--- src/rtl/ada_if_pkg.sv ---
// ---------------------------------------------------------------------------
// ada_if_pkg
//   Shared types and constants for the instruction fetch stage.
//   - ADA_RESET_DEFAULT : reset value used for architectural PC registers
//   - ADA_NOP_INSTR     : bubble instruction driven whenever a slot is invalid
//   - if_state_e        : fetch FSM states (FETCH / HOLD / ABORT)
//   - if_slot_t         : one fetched instruction plus its PC and fault flags
// ---------------------------------------------------------------------------
package ada_if_pkg;

  localparam logic [31:0] ADA_RESET_DEFAULT = 32'h0000_0000;
  localparam logic [31:0] ADA_NOP_INSTR     = 32'h0000_0000;

  typedef enum logic [1:0] {
    FETCH = 2'b00,
    HOLD  = 2'b01,
    ABORT = 2'b10
  } if_state_e;

  typedef struct packed {
    logic [31:0] instr;
    logic [31:0] pc;
    logic        exc_addr;
    logic        exc_bus;
  } if_slot_t;

  // Turn a slot into a bubble: NOP and no faults. The PC is left as-is since
  // it carries no meaning while the slot is invalid.
  function automatic if_slot_t make_bubble(input if_slot_t cur,
                                           input logic [31:0] nop);
    if_slot_t b;
    b          = cur;
    b.instr    = nop;
    b.exc_addr = 1'b0;
    b.exc_bus  = 1'b0;
    return b;
  endfunction

endpackage

--- src/rtl/ada_if_hold_buffer.sv ---
// ---------------------------------------------------------------------------
// ada_if_hold_buffer
//   Single-entry skid register. Catches a completed fetch when ID is stalled
//   so the memory handshake can finish without losing the data.
//   Ports:
//     clk, rst_n  : clock, async active-low reset (clears the full flag)
//     load_i      : capture slot_i (takes priority over clear_i)
//     clear_i     : drop the entry (drained to the output or flushed)
//     slot_i      : fetched {instr, pc, exc_addr, exc_bus}
//     slot_o      : buffered entry
//     full_o      : entry is valid
// ---------------------------------------------------------------------------
module ada_if_hold_buffer
  import ada_if_pkg::*;
(
  input  logic     clk,
  input  logic     rst_n,
  input  logic     load_i,
  input  logic     clear_i,
  input  if_slot_t slot_i,
  output if_slot_t slot_o,
  output logic     full_o
);

  logic     full_q;
  if_slot_t slot_q;

  always_ff @(posedge clk or negedge rst_n) begin
    if (!rst_n) begin
      full_q <= 1'b0;
    end else if (load_i) begin
      full_q <= 1'b1;
    end else if (clear_i) begin
      full_q <= 1'b0;
    end
  end

  // NOTE: the payload is not reset; full_q alone says whether it is
  // meaningful, so a reset here would only add fan-out on rst_n.
  always_ff @(posedge clk) begin
    if (load_i) begin
      slot_q <= slot_i;
    end
  end

  assign slot_o = slot_q;
  assign full_o = full_q;

endmodule

--- src/rtl/ada_if_stage.sv ---
// ---------------------------------------------------------------------------
// ada_if_stage
//   Instruction fetch stage between the IA/IF PC register and IF/ID.
//   Runs a rd/ready handshake with instruction memory, absorbs wait states,
//   ID stalls and flushes, and registers the fetched instruction for ID.
//   Ports:
//     clk, rst            : clock, async active-low reset
//     pc_in               : PC from IA/IF
//     if_flush            : kill the fetch in progress and the output slot
//     id_stall            : ID cannot accept a new instruction
//     imem_addr/imem_rd   : word-aligned request, held until imem_ready
//     imem_data/ready/err : completion strobe with data and bus error
//     if_stall            : hold the IA/IF register
//     if_instruction/pc/valid, if_exc_addr, if_exc_bus : registered to ID
// ---------------------------------------------------------------------------
module ada_if_stage
  import ada_if_pkg::*;
#(
  parameter logic [31:0] NOP_INSTR = ADA_NOP_INSTR
) (
  input  logic        clk,
  input  logic        rst,
  input  logic [31:0] pc_in,
  input  logic        if_flush,
  input  logic        id_stall,
  output logic [31:0] imem_addr,
  output logic        imem_rd,
  input  logic [31:0] imem_data,
  input  logic        imem_ready,
  input  logic        imem_error,
  output logic        if_stall,
  output logic [31:0] if_instruction,
  output logic [31:0] if_pc,
  output logic        if_valid,
  output logic        if_exc_addr,
  output logic        if_exc_bus
);

  if_state_e   state_q, state_d;
  logic        run_q;
  logic [31:0] req_addr_q, req_addr_d;
  if_slot_t    out_q, out_d;
  logic        valid_q, valid_d;

  logic        misalign;
  logic        done;
  logic        buf_load, buf_clear, buf_full;
  if_slot_t    fetch_slot, buf_slot;

  assign misalign = |pc_in[1:0];

  assign fetch_slot = '{
    instr:    misalign ? NOP_INSTR : imem_data,
    pc:       pc_in,
    exc_addr: misalign,
    exc_bus:  !misalign && imem_error
  };

  ada_if_hold_buffer u_hold_buffer (
    .clk     (clk),
    .rst_n   (rst),
    .load_i  (buf_load),
    .clear_i (buf_clear),
    .slot_i  (fetch_slot),
    .slot_o  (buf_slot),
    .full_o  (buf_full)
  );

  // NOTE: every signal driven here gets a default first, so no path through
  // the case/if tree leaves one unassigned and no latch is inferred.
  always_comb begin
    state_d    = state_q;
    req_addr_d = req_addr_q;
    out_d      = out_q;
    valid_d    = valid_q;
    imem_rd    = 1'b0;
    imem_addr  = {pc_in[31:2], 2'b00};
    if_stall   = 1'b1;
    done       = 1'b0;
    buf_load   = 1'b0;
    buf_clear  = 1'b0;

    unique case (state_q)
      FETCH: begin
        // run_q keeps the bus quiet for the partial cycle after reset release.
        imem_rd = run_q && !misalign;
        done    = run_q && (misalign || imem_ready);
        // pc_in is frozen by if_stall while waiting, so this holds the
        // address of the first request cycle.
        if (imem_rd) begin
          req_addr_d = imem_addr;
        end
        if (done) begin
          if (!id_stall) begin
            out_d    = fetch_slot;
            valid_d  = 1'b1;
            if_stall = 1'b0;
          end else begin
            buf_load = 1'b1;
            state_d  = HOLD;
          end
        end else if (!id_stall) begin
          out_d   = make_bubble(out_q, NOP_INSTR);
          valid_d = 1'b0;
        end
      end

      HOLD: begin
        if (!id_stall && buf_full) begin
          out_d     = buf_slot;
          valid_d   = 1'b1;
          if_stall  = 1'b0;
          buf_clear = 1'b1;
          state_d   = FETCH;
        end
      end

      ABORT: begin
        // The bus request cannot be withdrawn; keep it up until it completes
        // and throw the data away.
        imem_rd   = 1'b1;
        imem_addr = req_addr_q;
        if (imem_ready) begin
          state_d = FETCH;
        end
      end

      default: state_d = FETCH;
    endcase

    if (if_flush) begin
      if_stall  = 1'b0;
      out_d     = make_bubble(out_q, NOP_INSTR);
      valid_d   = 1'b0;
      buf_load  = 1'b0;
      buf_clear = 1'b1;
      state_d   = (imem_rd && !imem_ready) ? ABORT : FETCH;
    end
  end

  // NOTE: state registers use non-blocking assignments so every flop samples
  // the pre-edge values regardless of statement order.
  always_ff @(posedge clk or negedge rst) begin
    if (!rst) begin
      state_q    <= FETCH;
      run_q      <= 1'b0;
      req_addr_q <= ADA_RESET_DEFAULT;
      out_q      <= '{instr: NOP_INSTR, pc: ADA_RESET_DEFAULT,
                      exc_addr: 1'b0, exc_bus: 1'b0};
      valid_q    <= 1'b0;
    end else begin
      state_q    <= state_d;
      run_q      <= 1'b1;
      req_addr_q <= req_addr_d;
      out_q      <= out_d;
      valid_q    <= valid_d;
    end
  end

  assign if_instruction = out_q.instr;
  assign if_pc          = out_q.pc;
  assign if_valid       = valid_q;
  assign if_exc_addr    = out_q.exc_addr;
  assign if_exc_bus     = out_q.exc_bus;

endmodule

--- config.mk ---
export PLATFORM = sky130hd
export DESIGN_NAME = ada_if_stage
export DESIGN_NICKNAME = d
export VERILOG_FILES = /design/src/rtl/ada_if_pkg.sv /design/src/rtl/ada_if_hold_buffer.sv /design/src/rtl/ada_if_stage.sv
export SDC_FILE = /design/constraint.sdc
export NUM_CORES = 1
export LEC_CHECK = 0
export ABC_AREA = 1
export ABC_CLOCK_PERIOD_IN_PS = 8600
export CORE_MARGIN = 4
export CORE_UTILIZATION = 50
export DETAILED_ROUTE_END_ITERATION = 10
export PLACE_DENSITY_LB_ADDON = 0.3
export SYNTH_ARGS = -nofsm -noshare
export SYNTH_HDL_FRONTEND = slang
export SYNTH_SLANG_ARGS = --single-unit
--- constraint.sdc ---
create_clock -name clk -period 8.6 [get_ports clk]
set_clock_uncertainty 0.1 [all_clocks]
set_input_delay 0.86 -clock clk [delete_from_list [all_inputs] [get_ports clk]]
set_output_delay 0.86 -clock clk [all_outputs]
set_load 0.01 [all_outputs]
==> flow_metrics.tcl <==
set metrics [dict create \
    io_pins 171 \
    fmax_mhz 244 \
    cts.clk_slew.worst_paths_ps 60 \
    drive_gt1_share_pct 4.72 \
    mostFrequentLayoutCell "nand2_1" \
    p_leak_uw 0.00448 \
    drv_slew 0 \
    antenna_cells 0 \
    layout_common_cells "309 x nand2_1, 167 x clkdlybuf4s50_1, 101 x dfrtp_1, 72 x inv_1, 66 x edfxtp_1" \
    syn_area_um2 7320 \
    synth-edff-count 66 \
    synth_area_leaders "dfrtp_1 35%, edfxtp_1 27%, nand2_1 16%" \
    instances_no_fill 1154 \
    maxCapViolCount 0 \
    rsz0062_at_grt "false" \
    grtUsageTotal_pct 21.4 \
    nets 1031 \
    post_cts_buffers 0 \
    powerDensity_nw_per_um2 221 \
    wl_per_cell_um 14.9 \
    muxShareOfSynthArea_pct 0 \
    critical_path_class "input pin to output pin" \
    worstPathArrival_ps 3140 \
    synth_top_family_by_area "simple AND/OR/NAND/NOR gates" \
    cts_tree "done" \
    cp.required_ps 7640 \
    cts_inserted_buffers 17 \
    outcome "finished clean" \
    hold_class "flip-flop to flip-flop" \
    clkSinkCount 167 \
    cts_max_level 4 \
    synth_xor_area_share_pct 0 \
    yosys.area_share.simple_pct 22.1 \
    cts_repair_resize_count 0 \
    finalCritPeriodShare_pct 47.7 \
    end_kind "output pin" \
    synth_compound_area_share_pct 8.89 \
    synth.yosys.warnings 0 \
    netlist_instances 814 \
    hold_viol 0 \
    dpl.hpwl_um 11000 \
    routed-via-count 5784 \
    syn_avg_cell_area_um2 8.99 \
    grt_max_degree 104 \
    post-route-drc-count 0 \
    async_reset_ff_share_pct 60.5 \
    areaGrowthSynthToFinish_pct 30.8 \
    place_inst 1122 \
    ctsRootBufferMaster "clkbuf_16" \
    drtPass1Iterations 5 \
    synth_top_cell_by_area "dfrtp_1" \
    crit_path_max_fanout 36 \
    rows 43 \
    wl_met3_um 1090 \
    holdWs_ps 368 \
    grt_pass1_vias 5740 \
    avgViaCountPerCell 5.01 \
    place_congestion 0.785 \
    synthFlopType "dfrtp_1" \
    yosys.area_share.adder_pct 0 \
    ys_seq_area_share_pct 61.6 \
    final_core_util_pct 67.9 \
    start_kind "input pin" \
    die_y_um 129 \
    ant_nets 0 \
    insertion_delay_ps 410 \
    fin_crit_ps 4100 \
    wl_met2_um 8040 \
    antenna_found_initial 0 \
    synth_top_cell_area_share_pct 34.5 \
    place_ws_ps 4480 \
    dieArea_um2 16600 \
    ys_ff_latch 167 \
    highest_layer "met4" \
    cts_buffer_depth 2 \
    final.setup.tns_ps 0 \
    coreArea_um2 14100 \
    worst_pin_slew_ps 1170 \
    die_x_um 129 \
    ys_types 24 \
    overflow 0 \
    drt_iter0_drc 455 \
    met1Wirelength_um 7650 \
    cts_hold_buf 0 \
    fin_ws_ps 4500 \
    grt_pass1_wl_um 28000 \
    port-buffer-count 168 \
    finalSetupViolations 0 \
    start_util_pct 51.9 \
    wirelength_um 17200 \
    peakVddDrop_mv 0.145 \
    max-slew-margin-rel_pct 22.0 \
]
==> report_power, final <==
part	leakage (uW)	internal (uW)	total (uW)	switching (uW)
sequential	0.00190	931	988	56.9
clock	0.000259	427	710	283
combinational	0.00232	207	422	215
==> cells in the mapped netlist, types with 2 or more instances <==
library cell / number
nor2_2: 2
nand3b_1: 16
nand2_1: 310
nand3_1: 18
buf_2: 20
inv_1: 72
nor2_4: 3
o21ai_1: 30
edfxtp_1: 66
inv_2: 5
nand2_2: 3
clkbuf_1: 16
dfrtp_1: 101
buf_4: 7
buf_6: 3
nor2_1: 36
nand3_2: 3
conb_1: 2
o21ai_0: 63
a21oi_1: 34
==> metal layers <==
| metal | global-route usage (%) | vias up |
|---|---|---|
| met5 | 0 | - |
| met4 | 8.83 | 0 |
| met3 | 4.86 | 30 |
| met2 | 33.5 | 204 |
| met1 | 29.0 | 2667 |
| li1 | - | 2883 |
==> critical path, cell delays in order <==
cell             delay (ps)
clkdlybuf4s50_1         490
nor2_4                  690
nand2_1                 230
nand3_1                 160
o21bai_1                 70
inv_1                    90
clkdlybuf4s50_1         540
==> flip-flops by register name, indices dropped and copies added (netlist names) <==
register / flops
u_hold_buffer.slot_o: 66
state_q: 2
u_hold_buffer.full_o: 1
if_valid: 1
if_instruction: 32
if_exc_bus: 1
if_exc_addr: 1
req_addr_q: 30
run_q: 1
if_pc: 32
==> final timing paths <==
path                                  end       start  slack, ps  cells after the start
setup / recovery                 if_stall    pc_in[1]       4500                      7
hold / removal                  if_pc[16]   if_pc[16]        370                      2
setup reg to reg                if_pc[19]  state_q[0]       6180                      8
hold reg to reg                 if_pc[16]   if_pc[16]        370                      2
max in group asynchronous  req_addr_q[15]         rst       6870                      2
min in group asynchronous       if_pc[17]         rst        380                      1
==> per-stage QoR <==
stage / total power (uW) / cell area [um^2]
2_1_floorplan: 1200 / 7320
3_3_place_gp: 1420 / 9040
3_5_place_dp: 1430 / 9040
4_1_cts: 2140 / 9570
5_1_grt: 2230 / 9570
6_report: 2120 / 9570
==> kinds of logic (layout without fill, tap and decap cells) <==
family	Yosys count	in the layout
DFF	167	167
AOI/OAI and AO/OA	129	129
buffers and inverters	123	282
and+or+nand+nor	393	393
other	2	3
==> area by class of cell <==
class	count	area, um^2
tap	180	225
timing repair buffer	173	1720
clock inverter	4	70.1
inverter	77	289
sequential	167	4510
clock buffer	28	467
multi-input combinational	525	2300
fill	1162	4520
Note: power is estimated with default switching activity, not from simulation.
